`src/rtl/param_sync_fifo.sv`:
```
// param_sync_fifo: single-clock FIFO with a configurable width and depth,
// selectable first-word-fall-through or registered read, level flags, and
// sticky overflow/underflow flags.
//
// Ports:
//   clk          clock; all state changes on the rising edge
//   rst          asynchronous, active-high reset
//   i_data       write data
//   push         write request
//   pop          read request
//   flush        synchronous empty command; overrides push/pop
//   clr_err      clears the sticky overflow/underflow flags
//   o_data       read data
//   o_valid      o_data qualifier
//   count        number of stored entries, 0..DEPTH
//   full, empty, almost_full, almost_empty   level flags from registered count
//   overflow, underflow                      sticky error flags
module param_sync_fifo #(
  parameter int DATA_WIDTH = 8,
  parameter int ADDR_EXP   = 4,
  parameter int FWFT       = 1,
  parameter int AF_THRESH  = (2**ADDR_EXP) - 2,
  parameter int AE_THRESH  = 2
) (
  input  logic                  clk,
  input  logic                  rst,
  input  logic [DATA_WIDTH-1:0] i_data,
  input  logic                  push,
  input  logic                  pop,
  input  logic                  flush,
  input  logic                  clr_err,
  output logic [DATA_WIDTH-1:0] o_data,
  output logic                  o_valid,
  output logic [ADDR_EXP:0]     count,
  output logic                  full,
  output logic                  empty,
  output logic                  almost_full,
  output logic                  almost_empty,
  output logic                  overflow,
  output logic                  underflow
);

  localparam int DEPTH = 2**ADDR_EXP;
  localparam logic [ADDR_EXP:0]   DEPTH_L = (ADDR_EXP+1)'(DEPTH);
  localparam logic [ADDR_EXP:0]   AF_L    = (ADDR_EXP+1)'(AF_THRESH);
  localparam logic [ADDR_EXP:0]   AE_L    = (ADDR_EXP+1)'(AE_THRESH);
  localparam logic [ADDR_EXP:0]   CNT_ONE = (ADDR_EXP+1)'(1);
  localparam logic [ADDR_EXP-1:0] PTR_ONE = ADDR_EXP'(1);

  logic [DATA_WIDTH-1:0] mem [DEPTH];
  logic [ADDR_EXP-1:0]   wr_ptr;
  logic [ADDR_EXP-1:0]   rd_ptr;
  logic [ADDR_EXP:0]     cnt;
  logic                  push_acc;
  logic                  pop_acc;
  logic                  ovf_set;
  logic                  udf_set;

  assign count        = cnt;
  assign full         = (cnt == DEPTH_L);
  assign empty        = (cnt == '0);
  assign almost_full  = (cnt >= AF_L);
  assign almost_empty = (cnt <= AE_L);

  // A full FIFO still accepts a push when a pop is accepted in the same
  // cycle; an empty FIFO never accepts a pop, even alongside a push.
  assign pop_acc  = pop & ~empty & ~flush;
  assign push_acc = push & ~flush & (~full | pop_acc);
  assign ovf_set  = push & ~flush & full & ~pop_acc;
  assign udf_set  = pop & ~flush & empty;

  always_ff @(posedge clk or posedge rst) begin
    if (rst) begin
      wr_ptr <= '0;
      rd_ptr <= '0;
      cnt    <= '0;
    end else if (flush) begin
      wr_ptr <= '0;
      rd_ptr <= '0;
      cnt    <= '0;
    end else begin
      if (push_acc) wr_ptr <= wr_ptr + PTR_ONE;
      if (pop_acc)  rd_ptr <= rd_ptr + PTR_ONE;
      if (push_acc && !pop_acc)      cnt <= cnt + CNT_ONE;
      else if (pop_acc && !push_acc) cnt <= cnt - CNT_ONE;
    end
  end

  // A new error event takes priority over a coincident clear.
  always_ff @(posedge clk or posedge rst) begin
    if (rst) begin
      overflow  <= 1'b0;
      underflow <= 1'b0;
    end else begin
      if (ovf_set)      overflow <= 1'b1;
      else if (clr_err) overflow <= 1'b0;
      if (udf_set)      underflow <= 1'b1;
      else if (clr_err) underflow <= 1'b0;
    end
  end

  always_ff @(posedge clk) begin
    if (push_acc) mem[wr_ptr] <= i_data;
  end

  generate
    if (FWFT != 0) begin : g_fwft
      // Storage is never reset, so the head word is masked while empty to
      // give a defined zero on o_data during and after reset.
      always_comb begin
        o_data  = '0;
        o_valid = ~empty;
        if (!empty) o_data = mem[rd_ptr];
      end
    end else begin : g_reg
      always_ff @(posedge clk or posedge rst) begin
        if (rst) begin
          o_data  <= '0;
          o_valid <= 1'b0;
        end else begin
          o_valid <= pop_acc;
          if (pop_acc) o_data <= mem[rd_ptr];
        end
      end
    end
  endgenerate

endmodule

```
`config.mk`:
```
export PLATFORM = sky130hd
export DESIGN_NAME = param_sync_fifo
export DESIGN_NICKNAME = d
export VERILOG_FILES = /design/src/rtl/param_sync_fifo.sv
export SDC_FILE = /design/constraint.sdc
export NUM_CORES = 1
export LEC_CHECK = 0
export CORE_MARGIN = 1
export CORE_UTILIZATION = 50
export CTS_CLUSTER_SIZE = 12
export DETAILED_ROUTE_END_ITERATION = 12
export GPL_ROUTABILITY_DRIVEN = 1
export HOLD_SLACK_MARGIN = 0.05
export PLACE_DENSITY = 0.71
export SLEW_MARGIN = 20
export SYNTH_ARGS = -nofsm -noshare
export SYNTH_HDL_FRONTEND = slang
export SYNTH_SLANG_ARGS = --single-unit
```
`constraint.sdc`:
```
create_clock -name clk -period 2.6 [get_ports clk]
set_input_delay 0.52 -clock clk [delete_from_list [all_inputs] [get_ports clk]]
set_output_delay 0.52 -clock clk [all_outputs]
set_load 0.02 [all_outputs]
```
==> metrics.md <==
| Metric | Value |
|---|---|
| Reg clk slew, reported paths | `0.06 ns` |
| RSZ-0062 raised after global routing | `yes` |
| Sequential share of the synthesized area | `69.5%` |
| Setup TNS | `-1.24 ns` |
| Fin nets | `449` |
| TritonCTS buffer count | `17` |
| Req. time, crit path | `2.08 ns` |
| CP bufs+invs | `3` |
| Number of distinct library cells after synthesis | `45` |
| Crit path max-delay family | `buffers and inverters` |
| Total power | `7.55 mW` |
| CTS tree | `done` |
| Post-route cell area | `7780 um2` |
| Class of the worst hold path | `input pin to asynchronous set/reset pin` |
| First-pass GRT wire length | `19.1 mm` |
| Final worst path period share | `107%` |
| Critical path type | `register to primary output` |
| Mapped Nets | `360` |
| Multi-input gate area | `1840 um2` |
| Dominant synthesized flop cell | `edfxtp_1` |
| Inserted Diodes | `0` |
| Pin count of the biggest net entering global routing | `23` |
| H-Tree Level Count | `4` |
| Master of the slowest instance on the critical path | `mux4_2` |
| Vias in the first global route | `about 3500` |
| Detail Route Antenna Nets | `0` |
| Asr flop ratio synth | `10.5%` |
| Register area | `4220 um2` |
| Final setup fails | `8` |
| Vias per inst | `between 5 and 6` |
| Post-DP HPWL | `7.78 mm` |
| DRT iter0 DRCs | `194` |
| Die footprint | `12600 um2` |
| Worst skew pair latency | `0.40 ns` |
| CTS max path bufs | `2` |
| Relative slew margins | `42.4%` |
| Max-cap violations | `0` |
| Die span in x | `112 um` |
| Wire length per cell | `21.1 um` |
| Final WL | `~12 mm` |
| DRC Markers | `2` |
| Peak VDD IR | `0.000541 V` |
| Routed via count | `between 3000 and 4000` |
| Final Hold Fails | `0` |
| Commonest non-fill, non-tap cell in the layout | `edfxtp_1` |
| Overflow after GRT | `0` |
| CP cell instances | `buf_6, buf_4, mux4_2, nor2b_1, a211oi_2, a211oi_1, buf_2` |
| Buffers on Ports | `33` |
| Slew Limit Fails | `0` |
| Setup ws final | `-0.194 ns` |
| Yosys warns | `0` |
| Crit-path max cell delay | `approximately 0.48 ns` |
| Arrival @ worst endpoint | `2.27 ns` |
| Filler cells | `769` |
| DRT Pass-1 Iters | `8` |
| Synth Cell Area | `a little over 6000 um2` |
| Tot GR Track Use | `a little over a fifth` |
| Rows | `39` |
| P&R area growth vs syn | `28.1%` |
| Status | `complete, but fails checks` |
| Highest Clock Rate | `358 MHz` |
| Worst setup EP type | `primary output` |
| Yosys reg bits | `143` |
| # IOs | `34` |
| Static power due to leakage | `2.73 nW` |
| Core region area | `around 12000 um2` |
| Root Driver | `clkbuf_16` |
| Fraction of layout cells with a size suffix above 1 | `36.4%` |
| PwrDens | `970 nW/um2` |
| CP startpoint kind | `register` |
| Clock sink count | `around 140` |
| Synth Instances | `336` |
| Crit-path max FO | `4` |
| Mapped Avg Cell Area | `approximately 18 um2` |
| Die Y | `about 110 um` |
| Failing checks | `design-rule violations, negative setup slack` |
| Worst-Margin Slew | `0.863 ns` |
| Initial Utilization | `52.3%` |
| Pre-CTS WS | `-0.231 ns` |
| Placed Area | `6910 um2` |
| Final Critical Period | `2.79 ns` |
| Most frequent cells in the layout | `edfxtp_1 (128), buf_4 (44), mux4_2 (32)` |
| GPL Wtd Cong | `0.792` |
| EDFF count, synth | `between 100 and 150` |
| Skew final | `around 0.0068 ns` |
| Antenna violations before repair | `0` |
==> cells in the mapped netlist (3+ instances only) <==
library cell  number  area share [%]
edfxtp_1         128              63
mux4_2            32              12
a211oi_1          16             2.0
dfrtp_1           15             6.2
nor2_1            14            0.87
mux2i_1           12             2.0
inv_1             11            0.68
clkbuf_1           9            0.56
ha_1               9             1.9
nor2b_1            9            0.93
and2_1             8            0.82
nand3_1            7            0.58
buf_2              6            0.49
nor4_1             5            0.52
a21oi_1            4            0.33
nand2_1            4            0.25
o21a_1             4            0.49
xor2_1             4            0.58
buf_6              3            0.56
nor3_1             3            0.25
o21ai_0            3            0.25
==> worst paths after layout <==
check	startpoint	end	slack, ns	cells after the start
worst max-delay path	rd_ptr[0]	o_data[2]	-0.19	7
worst min-delay path	rst	underflow	0.49	2
worst max register to register	count[0]	count[4]	0.09	9
worst min register to register	underflow	underflow	0.50	1
max in group asynchronous	rst	count[1]	1.66	2
min in group clk	underflow	underflow	0.50	1
==> cell type report <==
class                   count  area share [%]
flip-flops and latches    143            54.3
multi-input cells         161            23.7
repair buffers             90            11.7
clock buffers              18            5.52
well taps                 143            2.30
clock inverters            13            1.90
inverters                  12           0.611
==> layer usage <==
metal	part of all wire, %	routed length, um	GRT usage (%)	vias to the layer above
met1	43	5290	26.7	1689
met3	4.0	488	4.59	5
met4	0.30	37	7.11	0
met2	52	6400	35.9	90
met5	0	0	0	-
li1	-	-	-	1519
==> where the power goes <==
group,leakage (nW),switching (mW),total [mW],internal [mW]
Combinational,1.10,1.20,2.57,1.37
Clock,0.274,0.851,2.34,1.49
Sequential,1.35,0.0542,2.64,2.59
==> registers in the layout, indices dropped and copies added, names as in the netlist <==
register,cells
underflow,1
overflow,1
count,5
mem,128
wr_ptr,4
rd_ptr,4
==> repair_timing <==
item                                    in CTS  in global routing
resized for setup                           66                 11
setup buffers                                9                  6
endpoints found under the setup margin      10                 13
cloned                                       2                  0
pin swaps                                   13                 13
hold buffers                                 0                  0
==> logic make-up (layout without fill, tap and decap cells) <==
kind of cell | Yosys count | in the layout | synth area share [%]
mux | 46 | 46 | 14.2
simple gates | 59 | 59 | 5.48
fa+ha+maj | 10 | 10 | 2.18
buf+inv | 32 | 133 | 2.60
flops | 143 | 143 | 69.5
xor+xnor | 6 | 6 | 0.866
compound gates | 40 | 40 | 5.15
==> metrics by stage <==
stage,std cells,utilization (%),hold slack [ns]
after floorplan,336,-,0.421
after global placement,533,59.5,0.486
after detailed placement,533,59.5,0.488
after CTS,574,66.1,0.491
after global routing,580,67.0,0.539
final,580,67.0,0.493
==> worst reg2reg max path, cell delays in order, from the launching register on <==
cell and delay (ns):
dfrtp_2 0.40, or4_4 0.55, buf_12 0.16, o21ai_4 0.17, nand2_4 0.12, ha_4 0.32, nand3_2 0.10, and4b_1 0.19
a211o_1 0.26, a31oi_1 0.16
Note: power is estimated with default switching activity, not from simulation.
